--- src/rtl/pipe_stall_ctrl.sv ---
// pipe_stall_ctrl
//    Hazard/stall sequencer for the pipelined MIPS core. Arbitrates between
//    data-memory wait, multi-cycle mult/div occupancy, taken-branch/jump
//    redirect and load-use hazards. It drives the PC hold and the
//    hold/flush/bubble controls of the IF/ID and ID/EX pipeline registers.
//
//    Build option: define STALL_PERF_EN to build the saturating stall-cycle
//    performance counter. When it is undefined, stall_cycles is tied to 0.
//
// Parameters
//    MD_CYCLES    total EX occupancy of a mult/div op (2 .. 2**CNT_W)
//    CNT_W        width of the mult/div down-counter
//
// Ports
//    clk          single clock, posedge
//    reset        synchronous, active-high
//    load_use     ID-stage load-use hazard detected
//    md_start     mult/div instruction present in EX
//    mem_req      MEM-stage load/store active
//    mem_ready    data memory completes the access this cycle
//    redirect     EX resolved a taken branch/jump
//    stop         PC hold
//    ifid_hold    IF/ID keeps its contents
//    ifid_flush   IF/ID loads a NOP
//    idex_bubble  ID/EX loads a NOP
//    pipe_freeze  ID/EX, EX/MEM and MEM/WB hold
//    md_busy      mult/div sequencing in progress
//    stall_cycles performance counter of cycles with stop = 1
//
// state    | meaning
// ---------+------------------------------------------------------------
// RUN      | normal issue; arbitrates mem wait > mult/div > redirect > load-use
// MEM_WAIT | frozen until mem_ready; the ready cycle itself is stall-free
// MD_WAIT  | mult/div in EX; frozen while counter != 0, counter 0 = release

module pipe_stall_ctrl #(
   parameter int MD_CYCLES = 32,
   parameter int CNT_W     = 6
) (
   input  logic        clk,
   input  logic        reset,
   input  logic        load_use,
   input  logic        md_start,
   input  logic        mem_req,
   input  logic        mem_ready,
   input  logic        redirect,
   output logic        stop,
   output logic        ifid_hold,
   output logic        ifid_flush,
   output logic        idex_bubble,
   output logic        pipe_freeze,
   output logic        md_busy,
   output logic [31:0] stall_cycles
);

   typedef enum logic [1:0] {
      RUN      = 2'd0,
      MEM_WAIT = 2'd1,
      MD_WAIT  = 2'd2
   } state_t;

   // The md_start cycle and the release cycle account for two of the
   // MD_CYCLES, so the counter only spans the frozen cycles in between.
   localparam logic [CNT_W-1:0] MD_LOAD = CNT_W'(MD_CYCLES - 2);

   state_t           state;
   state_t           state_nxt;
   logic [CNT_W-1:0] md_cnt;
   logic [CNT_W-1:0] md_cnt_nxt;

   always_ff @(posedge clk) begin
      if (reset) begin
         state  <= RUN;
         md_cnt <= '0;
      end else begin
         state  <= state_nxt;
         md_cnt <= md_cnt_nxt;
      end
   end

   always_comb begin
      state_nxt   = state;
      md_cnt_nxt  = md_cnt;
      stop        = 1'b0;
      ifid_hold   = 1'b0;
      ifid_flush  = 1'b0;
      idex_bubble = 1'b0;
      pipe_freeze = 1'b0;
      md_busy     = 1'b0;

      case (state)
         RUN: begin
            // Lower-priority requests are dropped; the frozen upstream stages
            // keep presenting them, so they are seen again once back in RUN.
            if (mem_req && !mem_ready) begin
               stop        = 1'b1;
               ifid_hold   = 1'b1;
               pipe_freeze = 1'b1;
               state_nxt   = MEM_WAIT;
            end else if (md_start) begin
               stop        = 1'b1;
               ifid_hold   = 1'b1;
               pipe_freeze = 1'b1;
               md_cnt_nxt  = MD_LOAD;
               state_nxt   = MD_WAIT;
            end else if (redirect) begin
               // PC is free to load the branch target while both younger
               // slots are squashed.
               ifid_flush  = 1'b1;
               idex_bubble = 1'b1;
            end else if (load_use) begin
               stop        = 1'b1;
               ifid_hold   = 1'b1;
               idex_bubble = 1'b1;
            end
         end

         MEM_WAIT: begin
            if (mem_ready) begin
               state_nxt = RUN;
            end else begin
               stop        = 1'b1;
               ifid_hold   = 1'b1;
               pipe_freeze = 1'b1;
            end
         end

         MD_WAIT: begin
            md_busy = 1'b1;
            if (md_cnt != '0) begin
               stop        = 1'b1;
               ifid_hold   = 1'b1;
               pipe_freeze = 1'b1;
               md_cnt_nxt  = md_cnt - CNT_W'(1);
            end else begin
               state_nxt = RUN;
            end
         end

         default: begin
            state_nxt  = RUN;
            md_cnt_nxt = '0;
         end
      endcase
   end

`ifdef STALL_PERF_EN
   logic [31:0] perf_cnt;

   always_ff @(posedge clk) begin
      if (reset) begin
         perf_cnt <= '0;
      end else if (stop && (perf_cnt != 32'hFFFF_FFFF)) begin
         perf_cnt <= perf_cnt + 32'd1;
      end
   end

   assign stall_cycles = perf_cnt;
`else
   assign stall_cycles = '0;
`endif

endmodule

--- config.mk ---
export PLATFORM = sky130hd
export DESIGN_NAME = pipe_stall_ctrl
export DESIGN_NICKNAME = d
export VERILOG_FILES = /design/src/rtl/pipe_stall_ctrl.sv
export SDC_FILE = /design/constraint.sdc
export NUM_CORES = 1
export LEC_CHECK = 0
export BUFFER_PORTS_ARGS = -buffer_cell sky130_fd_sc_hd__buf_2
export CORE_MARGIN = 5
export CORE_UTILIZATION = 47
export CTS_BUF_LIST = sky130_fd_sc_hd__clkbuf_4 sky130_fd_sc_hd__clkbuf_8 sky130_fd_sc_hd__clkbuf_16
export DETAILED_ROUTE_END_ITERATION = 10
export GPL_TIMING_DRIVEN = 1
export PLACE_DENSITY = 0.84
export SLEW_MARGIN = 30
export SYNTH_ARGS = -nofsm -noshare
export SYNTH_HDL_FRONTEND = slang
export SYNTH_SLANG_ARGS = --single-unit
--- constraint.sdc ---
create_clock -name clk -period 4.4 [get_ports clk]
set_input_delay 0.44 -clock clk [delete_from_list [all_inputs] [get_ports clk]]
set_output_delay 0.44 -clock clk [all_outputs]
set_load 0.005 [all_outputs]
; ---- Word level (Yosys, flattened, before mapping)
; Cells that the tools add are included.
[op_classes]
add_sub_neg = 1
eq_ne = 8
mux = 28
bitwise = 1
n_reduce_logical = 6
[ops]
columns = operator, count
row1 = $mux W6, 3
row2 = $pmux W6 S3, 1
row3 = $mux W1, 17
row4 = $ne A2 B2 Y1 const B, 5
row5 = $mux W2, 4
row6 = $pmux W1 S3, 2
row7 = $pmux W2 S3, 1
row8 = $reduce_bool A6 Y1, 1
row9 = $sub A6 B1 Y6 const B, 1
row10 = $reduce_and A4 Y1, 1
row11 = $ne A3 B3 Y1 const B, 1
row12 = $reduce_and A3 Y1, 1
row13 = $eq A2 B1 Y1 const B, 1
row14 = $eq A2 B2 Y1 const B, 1
row15 = $logic_not A2 Y1, 1
row16 = $logic_and A1 B1 Y1, 1
row17 = $logic_not A1 Y1, 1
row18 = $not A1 Y1, 1
[totals]
reg_bits = 8
in_bits = 7
out_inout_bits = 38
word_cells = 46

; ---- Longest topological paths before layout
[logic_depth]
word_depth = 5
depth_mapped = 7
ltp_nobuf = 6

; ---- Worst setup path after synthesis
; OpenSTA, ideal clock, no wires.
[synth_timing]
kind = reg2out
startpoint = reg md_cnt[0]
endpoint = out stop
arrival_time_ps = 1342
required_time_ps = 3960
setup_slack_ps = 2618
path_stages_with_launch = 8
path_buffers = 1
path_cell_list = dfxtp_1 > inv_1 > ha_1 > nand4bb_4 > nor3_2 > o21bai_1 > o211ai_2 > buf_4
[synth_between]
elab_chain_cells = 3
[synth_lines]
columns = item, line_no
row1 = "start, declared", 68  ; logic [CNT_W-1:0] md_cnt;
row2 = "start signal, assigned", 77  ; md_cnt <= md_cnt_nxt;
row3 = $reduce_bool A6 Y1, 130  ; if (md_cnt != '0) begin
row4 = $mux W1, n/a
row5 = $pmux W1 S3, n/a
row6 = "end, declared", 47  ; output logic stop,
; Every way passes these cells.

; ---- Final worst setup path
[layout_timing]
startpoint = reg md_cnt[0]
endpoint = out ifid_hold
[layout_between]
elab_chain_cells = 3
[layout_lines]
columns = item, line_no
row1 = $reduce_bool A6 Y1, 130
row2 = $mux W1, 130
row3 = $pmux W1 S3, 91  ; case (state)
row4 = "end, declared", 48  ; output logic ifid_hold,
; Every way passes these cells.

==> metrics.txt <==
Sink Count 8; initial antenna violation count 0; post-synthesis mux area share 0%; # fillers about 180; postcts setup bufs 0; worst path required time 3.96 ns; Die Span Y 52.0 microns; placed insts around 130; FP Rows 15; vias post-DR 568; RSZ-0062 raised after global routing no; DR pass1 iterations 4; minimum clock period after layout 2.13 ns; Min-Delay Endpoint state[0]; final instance area 793 sq um; Worst-Skew Late Latency 0.25 ns; crit-path cells inv_1 > ha_1 > nand4bb_4 > nor3_2 > o21bai_1 > o211ai_2 > buf_2; area leader, netlist buf_4; antenna cells 0; largest cells by area after synthesis buf_4, dfxtp_1, a211oi_1, nand4bb_4, nor4b_4; Hold Path Cell Cnt 2; CTS clk-pin slew, worst paths 0.05 ns; pin count of the biggest net entering global routing 13; Multi-input gate area 500 sq um; achievable frequency between 400 and 500 MHz; crit path launch type register; Post-Syn Instances 96; status finished clean; IO Pins 45; Residual DRC 0; post-layout util a little under half; DR WL/cell 10.6 microns; placed cell areas just under 800 sq um; complex-gate fraction of the synthesized area 13.3%; critical path arrival 1.69 ns; Synth Area in Adders 1.51%; layout cells sized above 1 23.4%; CTS Root Cell clkbuf_4; Layout Nets 117; RR Startpoint state[1]; Hold Path Class primary input to register; hold bufs inserted after CTS 0; setup ws final 2.27 ns; cell area after synthesis approximately 830 sq um; Slew HR 63.9%; Synth Area in Simple Gates 29.0%; largest family of logic cells by synthesized area buffers and inverters; total power around 0.23 mW; CP Capture Type output pin; Post-Place Setup Slack between 2 and 3 ns; post-synthesis sequential area ratio 19.3%; Final Hold Fails 0; GR Layer Usage met1 roughly 12%; CP max stage cell dfxtp_1; PD cells 295 mW/mm^2; Synthesis Warnings 0; busiest grt layer met2; xor/xnor share of the synthesized area 2.11%; Mean Syn Cell Area 8.64 sq um; most frequent cells in the layout conb_1, buf_2, dfxtp_1; grt total ovfl 0; Peak VDD IR 183 uV; Post-Layout Cell Count 132; peak fanout along the critical path 4; Max clock buf depth 2; htree depth 1; die width 52.0 microns; worst setup path category register to output pin; Final setup viols 0; Overall Global Routing Usage 10.8%; WHS roughly 0.44 ns; DRT iter0 DRCs 9; Synth Register Bits 8; GR Layer Usage met3 4.30%; first-pass GRT wire length 2210 microns; Port-buffer cells 12; worst reg-to-reg setup slack between 2 and 3 ns; Largest stage delay, worst path 0.33 ns; Distinct cells, synth 38; worst clock skew 0.00595 ns; most common cell after layout, fill and taps aside conb_1; detailed placement HPWL 1140 microns; met2 Track Usage GR 19.0%; vias per inst roughly 4.3; core area 0.00171 sq mm; WL final 1400 microns; register area around 160 sq um; Pins Over Slew Limit 0; vias in the first global route about 560; Leak Pwr 0.375 nW; worst-margin pin slew 0.541 ns; Final ANT Viol Nets 0; CTS tree built; RR Endpoint md_cnt[5]; R2R depth 4; Die ar. 0.00271 sq mm; Initial Utilization 48.6%; setup_tns 0 ns; number of buffers created by CTS 3; max_cap viols 0; post-CTS resize count 0; HP Start reset; synthesis-to-finish area growth -4.37%; crit share post-route between 40 and 50%; top-area cell type share of the netlist area between 30% and 40%; GPL Wtd Cong 0.766
worst max-delay path by stage:
stage,end,startpoint,cells after the start
2_1_floorplan,stop,md_cnt[0],7
3_3_place_gp,ifid_hold,md_cnt[0],7
3_5_place_dp,ifid_hold,md_cnt[0],7
4_1_cts,ifid_hold,md_cnt[0],7
5_1_grt,ifid_hold,md_cnt[0],7
6_report,ifid_hold,md_cnt[0],7
per-layer routing:
| layer | up-vias | wire length [microns] |
|---|---|---|
| met5 | - | 0 |
| met2 | 30 | 680 |
| met1 | 251 | 591 |
| li1 | 285 | - |
| met3 | 2 | 121 |
| met4 | 0 | 6 |
report_power, final:
group	internal, mW	total [mW]	switching [mW]
registers	0.0812	0.0984	0.0173
logic	0.0380	0.0796	0.0416
clock network	0.0312	0.0564	0.0251
total	0.150	0.234	0.0840
kinds of logic (layout without fill, tap and decap cells):
logic type / count (synthesis) / in the layout
fa+ha+maj: 1 / 1
other cells: 1 / 32
compound gates: 15 / 15
xor+xnor: 2 / 2
simple gates: 29 / 29
buf+inv: 40 / 20
flops: 8 / 8
cells in the mapped netlist (all sizes together):
| library cell | n |
|---|---|
| buf | 35 |
| dfxtp | 8 |
| nor2 | 7 |
| inv | 5 |
| nand2 | 5 |
| a211oi | 4 |
| nor3 | 3 |
| o21ai | 3 |
| nand4bb | 2 |
| nor3b | 2 |
| nor4 | 2 |
| o31ai | 2 |
| a21oi | 1 |
| a31oi | 1 |
| and3 | 1 |
| conb | 1 |
| ha | 1 |
| nand2b | 1 |
| nand3 | 1 |
| nand3b | 1 |
| nand4 | 1 |
| nor2b | 1 |
| nor4b | 1 |
| o211a | 1 |
| o211ai | 1 |
| o21bai | 1 |
| o311ai | 1 |
| or2b | 1 |
| xnor2 | 1 |
| xor2 | 1 |
worst max-delay path, delay by kind of cell, from the launching register on:
family	cells	cell delay (ns)
DFF	1	0.33
and+or+nand+nor	2	0.32
adders and majority gates	1	0.27
AOI/OAI and AO/OA	2	0.27
buffers and inverters	2	0.24
cell type report:
| cell class | count | share of cell area (%) |
|---|---|---|
| sequential | 8 | 20.2 |
| clock buffer | 3 | 2.84 |
| inverter | 5 | 2.37 |
| timing repair buffer | 12 | 7.57 |
| multi-input combinational | 79 | 63.1 |
| tap | 25 | 3.94 |
registers in the layout, summed over array words and instances (netlist names):
signal,flops
md_cnt,6
state,2
Power figures use the tool's default switching activity.
